## config.mk

```make
export PLATFORM = sky130hd
export DESIGN_NAME = vga_ram_arb
export DESIGN_NICKNAME = d
export VERILOG_FILES = /design/src/rtl/vga_ram_arb.sv
export SDC_FILE = /design/constraint.sdc
export NUM_CORES = 1
export LEC_CHECK = 0
export CORE_ASPECT_RATIO = 1.25
export CORE_UTILIZATION = 50
export DETAILED_ROUTE_END_ITERATION = 16
export PLACE_DENSITY_LB_ADDON = 0.05
export RECOVER_POWER = 100
export SETUP_SLACK_MARGIN = 0.05
export SLEW_MARGIN = 25
export SYNTH_ARGS = -nofsm -noshare
export SYNTH_HDL_FRONTEND = slang
export SYNTH_SLANG_ARGS = --single-unit
```

## constraint.sdc

```tcl
create_clock -name vga_clk -period 2.8 [get_ports vga_clk]
set_input_delay 0.28 -clock vga_clk [delete_from_list [all_inputs] [get_ports vga_clk]]
set_output_delay 0.28 -clock vga_clk [all_outputs]
set_load 0.03 [all_outputs]
```

## src/rtl/vga_ram_arb.sv

```systemverilog
// Single-port pixel RAM arbiter: display reads win outright, writer traffic is buffered
// in a small FIFO and drained in idle cycles. Optional blocked-write statistics: ARB_CONFLICT_STAT_EN.
module vga_ram_arb #(
    parameter int ADDR_W     = 16,
    parameter int DATA_W     = 16,
    parameter int FIFO_DEPTH = 4
) (
    input  logic              vga_clk,
    input  logic              sys_rst,
    input  logic              rd_req,
    input  logic [ADDR_W-1:0] rd_addr,
    output logic [DATA_W-1:0] rd_data,
    output logic              rd_valid,
    input  logic              wr_req,
    input  logic [ADDR_W-1:0] wr_addr,
    input  logic [DATA_W-1:0] wr_data,
    output logic              wr_ready,
    output logic              ram_en,
    output logic              ram_we,
    output logic [ADDR_W-1:0] ram_addr,
    output logic [DATA_W-1:0] ram_wdata,
    input  logic [DATA_W-1:0] ram_rdata,
    output logic [15:0]       conflict_cnt
);

    localparam int PTR_W = (FIFO_DEPTH > 1) ? $clog2(FIFO_DEPTH) : 1;
    localparam int CNT_W = PTR_W + 1;

    typedef enum logic [1:0] {
        G_IDLE,
        G_RD,
        G_WR
    } grant_t;

    grant_t state_reg;
    grant_t state_next;

    logic [ADDR_W-1:0] addr_mem_reg [FIFO_DEPTH];
    logic [DATA_W-1:0] data_mem_reg [FIFO_DEPTH];
    logic [PTR_W-1:0]  wr_ptr_reg;
    logic [PTR_W-1:0]  rd_ptr_reg;
    logic [CNT_W-1:0]  count_reg;

    logic full;
    logic empty;
    logic push;
    logic pop;

    assign full     = (count_reg == CNT_W'(FIFO_DEPTH));
    assign empty    = (count_reg == '0);
    // Ready follows the registered count only, so a pop never frees a slot in the same cycle.
    assign wr_ready = ~full & ~sys_rst;
    assign push     = wr_req & wr_ready;

    always_comb begin
        state_next = G_IDLE;
        ram_en     = 1'b0;
        ram_we     = 1'b0;
        ram_addr   = '0;
        ram_wdata  = '0;
        pop        = 1'b0;
        if (!sys_rst) begin
            if (rd_req) begin
                state_next = G_RD;
                ram_en     = 1'b1;
                ram_addr   = rd_addr;
            end else if (!empty) begin
                state_next = G_WR;
                ram_en     = 1'b1;
                ram_we     = 1'b1;
                ram_addr   = addr_mem_reg[rd_ptr_reg];
                ram_wdata  = data_mem_reg[rd_ptr_reg];
                pop        = 1'b1;
            end
        end
    end

    always_ff @(posedge vga_clk) begin
        if (sys_rst) begin
            state_reg  <= G_IDLE;
            wr_ptr_reg <= '0;
            rd_ptr_reg <= '0;
            count_reg  <= '0;
        end else begin
            state_reg <= state_next;
            if (push) begin
                wr_ptr_reg <= wr_ptr_reg + 1'b1;
            end
            if (pop) begin
                rd_ptr_reg <= rd_ptr_reg + 1'b1;
            end
            case ({push, pop})
                2'b10:   count_reg <= count_reg + 1'b1;
                2'b01:   count_reg <= count_reg - 1'b1;
                default: count_reg <= count_reg;
            endcase
        end
    end

    // Storage needs no reset; occupancy is tracked entirely by the pointers and count.
    generate
        for (genvar gi = 0; gi < FIFO_DEPTH; gi++) begin : g_entry
            always_ff @(posedge vga_clk) begin
                if (push && (wr_ptr_reg == PTR_W'(gi))) begin
                    addr_mem_reg[gi] <= wr_addr;
                    data_mem_reg[gi] <= wr_data;
                end
            end
        end
    endgenerate

    // A read grant last cycle means the RAM is presenting that word now.
    assign rd_valid = (state_reg == G_RD);
    assign rd_data  = ram_rdata;

`ifdef ARB_CONFLICT_STAT_EN
    logic [15:0] conflict_reg;

    always_ff @(posedge vga_clk) begin
        if (sys_rst) begin
            conflict_reg <= '0;
        end else if (rd_req && !empty && (conflict_reg != 16'hFFFF)) begin
            conflict_reg <= conflict_reg + 16'd1;
        end
    end

    assign conflict_cnt = conflict_reg;
`else
    assign conflict_cnt = 16'h0000;
`endif

endmodule

```

# Word-level counts from Yosys, hierarchy flattened
# Memories as Yosys holds them, arrays and structs flattened. A register that Yosys moved wholly into a read port is not among the register bits.
# Cells that the tools add are included.
# word_totals
inputBits,68
output_inout_bits,68
ff_bits,9
memories,2
ram_bits,128
word_cells,80
# op_classes
add_sub_neg,4
reduce_logical,14
eq_ne,7
mux,44
bitwise,4
# mem_list
memory,depth,width,rd,rd_clocked_by_memory_dff,write_ports,line,rtl
addr_mem_reg,4,16,1,1,1,38,logic [ADDR_W-1:0] addr_mem_reg [FIFO_DEPTH];
data_mem_reg,4,16,1,1,1,39,logic [DATA_W-1:0] data_mem_reg [FIFO_DEPTH];
# ops
op,count
$mux W16,12
$reduce_or A16 Y1,6
$mux W2,11
$mux W1,20
$eq A2 B1 Y1 const B,3
$eq A2 B2 Y1 const B,3
$pmux W3 S2,1
$add A2 B1 Y2 const B,2
$logic_and A1 B1 Y1,4
$add A3 B1 Y3 const B,1
$eq A3 B3 Y1 const B,1
$logic_not A3 Y1,1
$sub A3 B1 Y3 const B,1
$and A1 B1 Y1,2
$logic_not A2 Y1,1
$not A1 Y1,2
$reduce_bool A2 Y1,1
$reduce_or A2 Y1,1

# Depth between registers and ports, before layout
# Gate-level depths: netlist (run 1).
# logic_depth
word_depth,11
mapped_depth,8
mapped_depth_nobuf,8

# Worst setup path after synthesis (run 1)
# No wires, ideal clock.
# synth_timing
path_kind,register to register
startpoint,register count_reg[1]
endpoint,register count_reg[2]
t_arrival_ns,2.147
setup_time_ns,0.070
path_buffers,1
path_slack_ns,0.583
period_less_slack_ns,2.217
stages_incl_launch_ff,9
required_time_ns,2.730
path_cell_list,dfxtp_1 -> nor3_2 -> nor2_2 -> buf_2 -> ha_1 -> fa_1 -> xnor2_1 -> or3_1 -> a21oi_1
# synth_via
elab_chain_cells,6
word_cells_on_any_way,14
cone_classes,add/sub: 2; eq/ne: 3; mux: 4; bitwise: 3; reduce/logical: 2
# synth_rtl
element,line,rtl
from (decl),42,logic [CNT_W-1:0] count_reg;
from (signal assigned),93,2'b10: count_reg <= count_reg + 1'b1;
from (signal assigned),94,2'b01: count_reg <= count_reg - 1'b1;
from (signal assigned),95,default: count_reg <= count_reg;
$logic_not A3 Y1 *,50,assign empty = (count_reg == '0);
$mux W1 * (3 in a row),-,
net ram_we,19,"output logic ram_we,"
$eq A2 B1 Y1 or $eq A2 B2 Y1 (tied branches),92,"case ({push, pop})"
$pmux W3 S2 or $reduce_bool A2 Y1 (tied branches),-,
# The timed path passes the listed nets; every way through them passes the cells marked *.
# A chain may end at the register's enable or synchronous reset.

# Final worst setup path (run 1)
# layout_timing
startpoint,register count_reg[1]
endpoint,output ram_addr[13]
# layout_via
elab_chain_cells,4
# layout_rtl
element,line,rtl
$logic_not A3 Y1,50,
$mux W16,67,end else if (!empty) begin
$mux W16,63,if (rd_req) begin
$mux W16,62,if (!sys_rst) begin
to (decl),20,"output logic [ADDR_W-1:0] ram_addr,"
# Every way passes these cells.

==> out/metrics.cfg, run 1 <==
[die]
row_count = 43
die_w_um = 97.4
die_y_um = 121
fp.coreArea_um2 = 11100
pin_count = 136
start_util_pct = 51.3
die_area_um2 = 11800

[setup_path]
start_kind = register
cp-end-kind = output port
worstPathRequired_ns = 2.52
max_stage_delay_ns = 0.60
path_cells = nor3_1 > nor2_2 > buf_4 > a22o_1 > clkbuf_1
worstPathArrival_ns = 2.20
cp_max_fo = 33
critPathBufInv = 2
critPathSlowestCell = nor3_1
critPathTopFamily = simple AND/OR/NAND/NOR gates
critical_path_class = reg2out

[synth]
yosysUniqueCellTypes = 31
synthCells = 292
synth_top_area_cell = edfxtp_1
synthesis.area_um2 = 5690
async_reset_ff_share_pct = 0
syn_avg_cell_area_um2 = 19.5
ys_warn_count = 0
seq_area_frac_synth_pct = 71.5
synthTopCellsByArea = edfxtp_1 68%, mux4_2 13%, buf_4 4.2%
synth_top_area_share_pct = 67.6
synth_edf_count = 128
synth-main-ff-cell = edfxtp_1
ys_ff_latch = 139

[global_route]
antenna_found_initial = 0
grt_pass1_wl_um = 15500
grt_pass1_vias = 2960
overflow = 0
grtUsageTotal_pct = 18.1
grt_max_degree = 34

[pwr]
p_sw_share_pct = 22.6
seq_power_share_pct = 47.5
clkPwrFrac_pct = 42.5
internal-power_mw = 3.88
p_switching_mw = 1.13
share_comb_of_total_power_pct = 9.9
ir_worst_vdd_mv = 0.515
p_per_area_nw_per_um2 = 714
p_total_mw = 5.01
leakage_nw = 2.41

[sta]
setup_viol = 0
finalHoldViolCount = 0
slew-limit-headroom_pct = 49.7
slew_violations = 0
tightest_slew_ns = 0.754
period_share_pct = 88.5
min_period_ns = 2.48
timing.fmax_mhz = 403
whs_ns = 0.492
tns_ns = 0
rsz0062_at_grt = false
finalClockSkew_ns = 0.0115

[layout]
antenna-diode-count = 0
mostFrequentLayoutCells = 128 x edfxtp_1, 34 x dlygate4sd3_1, 32 x mux4_2
final_common_cell = edfxtp_1
n_fill_cell = 831
fin_cells = 528
multi_input_area_um2 = 1310
final_area_um2 = 7020
area_growth_pct = 23.4
layout-drive-gt1-share_pct = 28.2
fin_nets = 455
seqCellArea_um2 = 4070

[clocking]
insertion_delay_ns = 0.41
cts_buffers = 17
cts.repair.resized = 0
cts.path.max_buffers = 2
cts.sinks = 139
cts_setup_buffers = 0
clkSlewWorstSetupHoldPaths_ns = 0.06
ctsHoldBuffers = 0
cts_tree = done
clock-root-buffer = clkbuf_16
htreeDepth = 4

[place]
place_area_um2 = 6510
dp_cells = 497
portBuffers = 87
gp_congestion = 0.705
dp_hpwl_um = 6140

[routing]
wl_um = 9790
dr.max_layer_used = met4
met2_length_um = 5300
drcViolationCount = 0
vias_per_cell = 5.33
route.met3.wl_um = 447
detail-route-antenna-nets = 0
wl_met1_um = 3930
vias = 2816
drt_iter0_drc = 147
first_pass_iters = 4
wl_per_cell_um = 18.5

[job]
cap_violations = 0

[min_path]
hp-class = reg2reg

[outcome]
outcome = completed

[cells by family after synthesis]
group | synth area share (%)
other | 0.0659
AOI/OAI and AO/OA | 3.30
buffers and inverters | 6.40
and+or+nand+nor | 3.78
DFF | 71.5
muxes | 13.2
xor gates and xnor gates | 0.308
adders and majority gates | 1.45
[worst register-to-register path, stage by stage, from the launching register on]
cell	delay, ns
dfxtp_1	0.35
nor3_1	0.60
nor2_2	0.11
ha_1	0.26
fa_1	0.38
xnor2_1	0.15
or3_1	0.31
a21oi_1	0.14
[metal layers]
layer / global-route usage [%] / vias to the layer above
met5: 0 / -
met4: 6.99 / 0
met3: 5.59 / 10
met2: 31.9 / 82
met1: 20.6 / 1433
li1: - / 1291
[area by class of cell]
type / count / share of cell area (%)
Inverter: 6 / 0.321
Sequential cell: 139 / 57.9
Tap cell: 135 / 2.41
Clock buffer: 17 / 6.06
Timing Repair Buffer: 99 / 12.5
Clock inverter: 14 / 2.09
Multi-Input combinational cell: 118 / 18.7
[metrics by stage]
stage               utilization, %  setup WS (ns)
floorplan                        -          0.583
global placement              58.7          0.471
detailed placement            58.7          0.413
CTS                           63.9          0.405
global route                  63.3          0.193
finish                        63.3          0.321
[cells in the mapped netlist (all sizes together) (2+ instances only)]
library cell / instances
nor2: 7
nor3b: 2
o21ai: 2
mux2i: 2
buf: 43
ha: 5
dfxtp: 11
and2: 20
inv: 6
a21oi: 4
mux4: 32
or3: 2
edfxtp: 128
a22o: 16
[power groups by stage]
| stage | sequential, mW | clock (mW) | combinational [mW] |
|---|---|---|---|
| 2_1_floorplan | 2.42 | 0 | 0.387 |
| 3_3_place_gp | 2.42 | 0 | 0.524 |
| 3_5_place_dp | 2.43 | 0 | 0.529 |
| 4_1_cts | 2.38 | 2.17 | 0.533 |
| 5_1_grt | 2.39 | 2.25 | 0.540 |
| 6_report | 2.38 | 2.13 | 0.498 |
[worst paths after layout]
check,startpoint,end,slack (ns),cells after the start
worst min register to register,rd_ptr_reg[1],register,0.49,1
worst min-delay path,rd_ptr_reg[1],register,0.49,1
worst max-delay path,count_reg[1],ram_addr[13],0.32,5
worst max register to register,count_reg[1],count_reg[2],0.42,7
(Power assumes the default switching activity.)
==> inputs of run 2 (changes only) <==
--- a/config.mk
+++ b/config.mk
@@ -11,6 +11,7 @@
 export PLACE_DENSITY_LB_ADDON = 0.05
 export RECOVER_POWER = 100
 export SETUP_SLACK_MARGIN = 0.05
+export SKIP_LAST_GASP = 1
 export SLEW_MARGIN = 25
 export SYNTH_ARGS = -nofsm -noshare
 export SYNTH_HDL_FRONTEND = slang
==> results of run 2 <==
Same layout as run 1: the final DEF is identical, and so are final timing and power.
